$ cat src/rtl/pipeline_pkg.sv
`default_nettype none
// ============================================================================
// Module      : pipeline_pkg
// Description : Shared pipeline constants: control-bit layout, bubble value,
//               register-index width and the ID/EX slot action encoding.
// Revision    : 1.0 - initial release
// ============================================================================
package pipeline_pkg;

    localparam int CTRL_W    = 8;
    localparam int REG_IDX_W = 5;

    // Bit positions inside the 8-bit control word
    localparam int CTRL_REGWRITE  = 7;
    localparam int CTRL_MEMREAD   = 6;
    localparam int CTRL_MEMWRITE  = 5;
    localparam int CTRL_MEMTOREG  = 4;
    localparam int CTRL_ALUSRC    = 3;
    localparam int CTRL_BRANCH    = 2;
    localparam int CTRL_ALUOP_MSB = 1;
    localparam int CTRL_ALUOP_LSB = 0;

    localparam logic [CTRL_W-1:0] BUBBLE_CTRL = 8'h00;

    typedef enum logic [1:0] {
        SLOT_CAPTURE = 2'd0,
        SLOT_FLUSH   = 2'd1,
        SLOT_STALL   = 2'd2,
        SLOT_IDLE    = 2'd3
    } slot_action_e;

endpackage
`default_nettype wire

$ cat src/rtl/hazard_detect.sv
`default_nettype none
// ============================================================================
// Module      : hazard_detect
// Description : Combinational load-use hazard detection; a flush in EX
//               suppresses the stall since the ID instruction is killed.
// Revision    : 1.0 - initial release
// ============================================================================
module hazard_detect
    import pipeline_pkg::*;
(
    input  logic                 id_valid,
    input  logic [REG_IDX_W-1:0] id_rs1,
    input  logic [REG_IDX_W-1:0] id_rs2,
    input  logic                 id_uses_rs1,
    input  logic                 id_uses_rs2,
    input  logic                 id_ex_valid,
    input  logic [REG_IDX_W-1:0] id_ex_rd,
    input  logic                 id_ex_mem_read,
    input  logic                 ex_flush,
    output logic                 stall
);

    logic w_rs1_match;
    logic w_rs2_match;
    logic w_hz;

    assign w_rs1_match = id_uses_rs1 & (id_ex_rd == id_rs1);
    assign w_rs2_match = id_uses_rs2 & (id_ex_rd == id_rs2);

    // x0 is never a real destination, so a load into it cannot create a hazard
    assign w_hz = id_valid & id_ex_mem_read & id_ex_valid & (id_ex_rd != '0)
                & (w_rs1_match | w_rs2_match);

    assign stall = w_hz & ~ex_flush;

endmodule
`default_nettype wire

$ cat src/rtl/id_ex_stage.sv
`default_nettype none
// ============================================================================
// Module      : id_ex_stage
// Description : ID/EX pipeline register with load-use stall, branch flush
//               bubble insertion and stall/flush event counters.
// Revision    : 1.0 - initial release
// ============================================================================
module id_ex_stage
    import pipeline_pkg::*;
#(
    parameter int XLEN  = 32,
    parameter int CNT_W = 32
) (
    input  logic                 clk,
    input  logic                 reset,
    input  logic                 id_valid,
    input  logic [XLEN-1:0]      id_pc,
    input  logic [REG_IDX_W-1:0] id_rs1,
    input  logic [REG_IDX_W-1:0] id_rs2,
    input  logic [REG_IDX_W-1:0] id_rd,
    input  logic                 id_uses_rs1,
    input  logic                 id_uses_rs2,
    input  logic [XLEN-1:0]      id_rs1_data,
    input  logic [XLEN-1:0]      id_rs2_data,
    input  logic [XLEN-1:0]      id_imm,
    input  logic [CTRL_W-1:0]    id_ctrl,
    input  logic                 ex_flush,
    output logic                 id_ex_valid,
    output logic [XLEN-1:0]      id_ex_pc,
    output logic [XLEN-1:0]      id_ex_rs1_data,
    output logic [XLEN-1:0]      id_ex_rs2_data,
    output logic [XLEN-1:0]      id_ex_imm,
    output logic [REG_IDX_W-1:0] id_ex_rs1,
    output logic [REG_IDX_W-1:0] id_ex_rs2,
    output logic [REG_IDX_W-1:0] id_ex_rd,
    output logic [CTRL_W-1:0]    id_ex_ctrl,
    output logic                 stall,
    output logic [CNT_W-1:0]     stall_count,
    output logic [CNT_W-1:0]     flush_count
);

    logic                 r_valid;
    logic [XLEN-1:0]      r_pc;
    logic [XLEN-1:0]      r_rs1_data;
    logic [XLEN-1:0]      r_rs2_data;
    logic [XLEN-1:0]      r_imm;
    logic [REG_IDX_W-1:0] r_rs1;
    logic [REG_IDX_W-1:0] r_rs2;
    logic [REG_IDX_W-1:0] r_rd;
    logic [CTRL_W-1:0]    r_ctrl;
    logic [CNT_W-1:0]     r_stall_count;
    logic [CNT_W-1:0]     r_flush_count;

    logic                 w_stall;
    slot_action_e         w_action;

    hazard_detect u_hazard_detect (
        .id_valid       (id_valid),
        .id_rs1         (id_rs1),
        .id_rs2         (id_rs2),
        .id_uses_rs1    (id_uses_rs1),
        .id_uses_rs2    (id_uses_rs2),
        .id_ex_valid    (r_valid),
        .id_ex_rd       (r_rd),
        .id_ex_mem_read (r_ctrl[CTRL_MEMREAD]),
        .ex_flush       (ex_flush),
        .stall          (w_stall)
    );

    // Flush outranks stall, which outranks an empty ID slot
    always_comb begin
        w_action = SLOT_CAPTURE;
        if (ex_flush)
            w_action = SLOT_FLUSH;
        else if (w_stall)
            w_action = SLOT_STALL;
        else if (!id_valid)
            w_action = SLOT_IDLE;
    end

    always_ff @(posedge clk or posedge reset) begin
        if (reset) begin
            r_valid       <= 1'b0;
            r_pc          <= '0;
            r_rs1_data    <= '0;
            r_rs2_data    <= '0;
            r_imm         <= '0;
            r_rs1         <= '0;
            r_rs2         <= '0;
            r_rd          <= '0;
            r_ctrl        <= BUBBLE_CTRL;
            r_stall_count <= '0;
            r_flush_count <= '0;
        end else begin
            // Every non-capture action loads a fully zeroed bubble
            r_valid    <= 1'b0;
            r_pc       <= '0;
            r_rs1_data <= '0;
            r_rs2_data <= '0;
            r_imm      <= '0;
            r_rs1      <= '0;
            r_rs2      <= '0;
            r_rd       <= '0;
            r_ctrl     <= BUBBLE_CTRL;
            case (w_action)
                SLOT_FLUSH: r_flush_count <= r_flush_count + CNT_W'(1);
                SLOT_STALL: r_stall_count <= r_stall_count + CNT_W'(1);
                SLOT_IDLE:  ;
                default: begin
                    r_valid    <= 1'b1;
                    r_pc       <= id_pc;
                    r_rs1_data <= id_rs1_data;
                    r_rs2_data <= id_rs2_data;
                    r_imm      <= id_imm;
                    r_rs1      <= id_rs1;
                    r_rs2      <= id_rs2;
                    r_rd       <= id_rd;
                    r_ctrl     <= id_ctrl;
                end
            endcase
        end
    end

    assign id_ex_valid    = r_valid;
    assign id_ex_pc       = r_pc;
    assign id_ex_rs1_data = r_rs1_data;
    assign id_ex_rs2_data = r_rs2_data;
    assign id_ex_imm      = r_imm;
    assign id_ex_rs1      = r_rs1;
    assign id_ex_rs2      = r_rs2;
    assign id_ex_rd       = r_rd;
    assign id_ex_ctrl     = r_ctrl;
    assign stall          = w_stall;
    assign stall_count    = r_stall_count;
    assign flush_count    = r_flush_count;

endmodule
`default_nettype wire

$ cat config.mk
export PLATFORM = sky130hd
export DESIGN_NAME = id_ex_stage
export DESIGN_NICKNAME = d
export VERILOG_FILES = /design/src/rtl/pipeline_pkg.sv /design/src/rtl/hazard_detect.sv /design/src/rtl/id_ex_stage.sv
export SDC_FILE = /design/constraint.sdc
export NUM_CORES = 1
export LEC_CHECK = 0
export BUFFER_PORTS_ARGS = -buffer_cell sky130_fd_sc_hd__buf_2
export CAP_MARGIN = 25
export CORE_MARGIN = 5
export CORE_UTILIZATION = 28
export CTS_CLUSTER_SIZE = 30
export DETAILED_ROUTE_END_ITERATION = 7
export GPL_ROUTABILITY_DRIVEN = 0
export PLACE_DENSITY = 0.5
export SLEW_MARGIN = 20
export SYNTH_ARGS = -nofsm -noshare
export SYNTH_HDL_FRONTEND = slang
export SYNTH_HIERARCHICAL = 1
export SYNTH_SLANG_ARGS = --single-unit
$ cat constraint.sdc
create_clock -name clk -period 23.1 [get_ports clk]
set_input_delay 4.62 -clock clk [delete_from_list [all_inputs] [get_ports clk]]
set_output_delay 4.62 -clock clk [all_outputs]
set_load 0.01 [all_outputs]
==> impl_metrics.env <==
export IMPL_startpoint_type="input port"
export IMPL_yosys_most_used_dff="dfrtp_1"
export IMPL_dr_pass1_iters=4
export IMPL_synth_top_area_share_pct=68.2
export IMPL_hpwl_um=18100
export IMPL_worstSetupPathType="input port to output pin"
export IMPL_rows=61
export IMPL_area_growth_pct=39.7
export IMPL_max_freq_mhz=92.9
export IMPL_run_status="finished, final reports clean"
export IMPL_detail_route_wl_per_cell_um=17.5
export IMPL_core_area_mm2=0.0279
export IMPL_clock_latency_ps=530
export IMPL_post_cts_buffers=0
export IMPL_setup_viol=0
export IMPL_finalMaxSlewViolations=0
export IMPL_vias_per_cell=4.12
export IMPL_num_io_pins=374
export IMPL_cts_hold_buf=0
export IMPL_clkTransAtPathRegs_ps=60
export IMPL_synthAdderAreaFrac_pct=0.316
export IMPL_yosys_warnings=6
export IMPL_cts_repair_resize_count=0
export IMPL_p_per_area_mw_per_mm2=78.5
export IMPL_leakage_nw=6.07
export IMPL_yosysUniqueCellTypes=30
export IMPL_yosys_area_share_simple_pct=21.7
export IMPL_wl_um=24300
export IMPL_finClkSkew_ps=18.4
export IMPL_synth_cell_area_mm2=0.00792
export IMPL_rsz0062_at_grt="false"
export IMPL_syn_avg_cell_area_um2=13.2
export IMPL_relSlewSlack_pct=38.1
export IMPL_die_x_um=178
export IMPL_cp_end_kind="output pin"
export IMPL_grt_usage_pct=15.0
export IMPL_cts_tree="done"
export IMPL_min_path_cells=1
export IMPL_cts_buffers=26
export IMPL_grt_pass1_wl_um=37100
export IMPL_synth_compound_area_share_pct=0.190
export IMPL_setup_tns_ps=0
export IMPL_syn_inst=602
export IMPL_fin_crit_ps=10770
export IMPL_worst_pin_slew_ps=929
export IMPL_nets=1147
export IMPL_die_area_mm2=0.0318
export IMPL_cts_root_buf="clkbuf_16"
export IMPL_drcViolationCount=0
export IMPL_portBuffers=373
export IMPL_cp_required_ps=18480
export IMPL_synth_edff_count=0
export IMPL_drive_above_1_share_pct=42.8
export IMPL_vdd_drop_max_uv=44.3
export IMPL_drtAntennaViolNets=0
export IMPL_period_share_pct=46.6
export IMPL_synth_top_area_cell="dfrtp_1"
export IMPL_muxShareOfSynthArea_pct=0.284
export IMPL_r2r_cells=8
export IMPL_grt_max_degree=117
export IMPL_seq_area_frac_synth_pct=68.2
export IMPL_synth_top_family_by_area="simple AND/OR/NAND/NOR gates"
export IMPL_clk_path_buf_depth=3
export IMPL_antenna_found_initial=4
export IMPL_cp_slowest_cell="a221oi_2"
export IMPL_arrival_ps=6150
export IMPL_gr_total_overflow=0
export IMPL_finalHoldViolCount=0
export IMPL_ys_seq_elements=216
export IMPL_grt_pass1_vias=6201
export IMPL_worst_path_max_fanout=5
export IMPL_syn_nets=761
export IMPL_path_cells="buf_2 > xor2_1 > nor4_1 > nand3_1 > a221oi_2 > buf_2"
export IMPL_initial_utilization_pct=28.4
export IMPL_synth_xor_xnor_area_share_pct=7.96
export IMPL_worstHoldPathType="flip-flop to flip-flop"
export IMPL_place_area_mm2=0.0102
export IMPL_dieHeight_um=178
export IMPL_vias=5703
export IMPL_clock_sinks=216
export IMPL_maxCapViolations=0
export IMPL_synthTopCellsByArea="dfrtp_1, and2_1, xnor2_1"
export IMPL_synthArstFlopShare_pct=100
export IMPL_htreeDepth=1
export IMPL_design_area_mm2=0.0111
export IMPL_cpMostUsedCell="buf_2"
export IMPL_drt_initial_drc_count=252
export IMPL_critPathMaxStageDelay_ps=560
cell type report:
| class | instances | area, µm² |
|---|---|---|
| Antenna cell | 1 | 2.50 |
| Clock buffer | 35 | 724 |
| Clock inverter | 11 | 98.8 |
| Fill cell | 2764 | 16800 |
| Inverter | 6 | 30.0 |
| Multi-Input combinational cell | 360 | 2420 |
| Sequential cell | 216 | 5410 |
| Tap cell | 378 | 473 |
| Timing Repair Buffer | 378 | 1920 |
sequential cells by signal, indices dropped and copies added, names as in the netlist:
signal	count
id_ex_rs1	5
id_ex_rd	5
id_ex_valid	1
id_ex_pc	32
id_ex_rs1_data	32
id_ex_imm	32
id_ex_rs2_data	32
id_ex_ctrl	8
flush_count	32
id_ex_rs2	5
stall_count	32
power breakdown:
part / internal [mW] / leakage (nW) / total, mW / switching, mW
combinational: 0.0326 / 2.76 / 0.0729 / 0.0403
clock: 0.231 / 0.400 / 0.389 / 0.158
sequential: 0.394 / 2.92 / 0.406 / 0.0118
critical path, delay by kind of cell:
| kind | cells | cell delay (ps) |
|---|---|---|
| simple gates | 2 | 470 |
| xor+xnor | 1 | 130 |
| compound gates | 1 | 560 |
| buf+inv | 2 | 350 |
stage by stage:
step	hold WS [ps]	total power, mW	utilization, %	instances	setup slack, ps
after floorplan	504	0.446	-	602	12570
after global placement	454	0.487	36.7	1337	12380
after detailed placement	458	0.487	36.7	1337	12340
after CTS	465	0.887	39.6	1383	12340
after global routing	493	0.914	39.7	1385	12230
final	458	0.868	39.7	1385	12330
cells in the mapped netlist (2+ instances only):
| master | n |
|---|---|
| nor4_4 | 2 |
| nor3b_1 | 2 |
| nor3_2 | 3 |
| inv_1 | 6 |
| nor4_2 | 2 |
| and2_1 | 153 |
| nand4b_1 | 2 |
| nor4_1 | 3 |
| and3_1 | 12 |
| nand2b_1 | 2 |
| nand3_1 | 21 |
| xnor2_1 | 42 |
| nor3_1 | 8 |
| nor2_1 | 16 |
| dfrtp_1 | 216 |
| clkbuf_1 | 18 |
| ha_1 | 2 |
| and4_1 | 4 |
| mux2_2 | 2 |
| nand2_1 | 24 |
| nand4_1 | 24 |
| xor2_1 | 30 |
worst paths after layout:
kind | startpoint | slack, ps | to
setup / recovery | id_rs1[2] | 12330 | stall
hold / removal | stall_count[31] | 460 | stall_count[31]
setup reg to reg | id_ex_rd[2] | 19950 | stall_count[27]
hold reg to reg | stall_count[31] | 460 | stall_count[31]
max in group asynchronous | reset | 17620 | id_ex_pc[22]
min in group asynchronous | reset | 4160 | id_ex_rs1_data[13]
metal layers:
metal  wire length, µm  part of all wire [%]  vias up  global-route usage, %
li1                  -                     -     2730                      -
met1              9250                    38     2704                   17.8
met2             11900                    49      229                   25.4
met3              2550                    11       34                   6.34
met4               488                   2.0        6                   3.52
met5                33                  0.14        -                      0
cells by family (layout without fill, tap and decap cells):
family,count (synthesis),in the layout
AO/OA/AOI/OAI,1,1
XOR/XNOR,72,72
adder cells (fa/ha/maj),2,2
buffers and inverters,26,430
flip-flops,216,216
multiplexers,2,2
other,0,1
AND/OR/NAND/NOR,283,283
cells in the final DEF (no fill, tap or decap), types with 6 or more instances in the layout:
cell       netlist  final
and3_1          12     12
clkbuf_16        0     26
xor2_1          30     30
nor3_1           8      8
nand4_1         24     24
nor2_1          16     16
and2_1         153    153
xnor2_1         42     42
nand2_1         24     24
clkinv_2         0      6
buf_2            1    373
nand3_1         21     21
dfrtp_1        216    216
No activity file was read; power rests on OpenSTA's default activity.
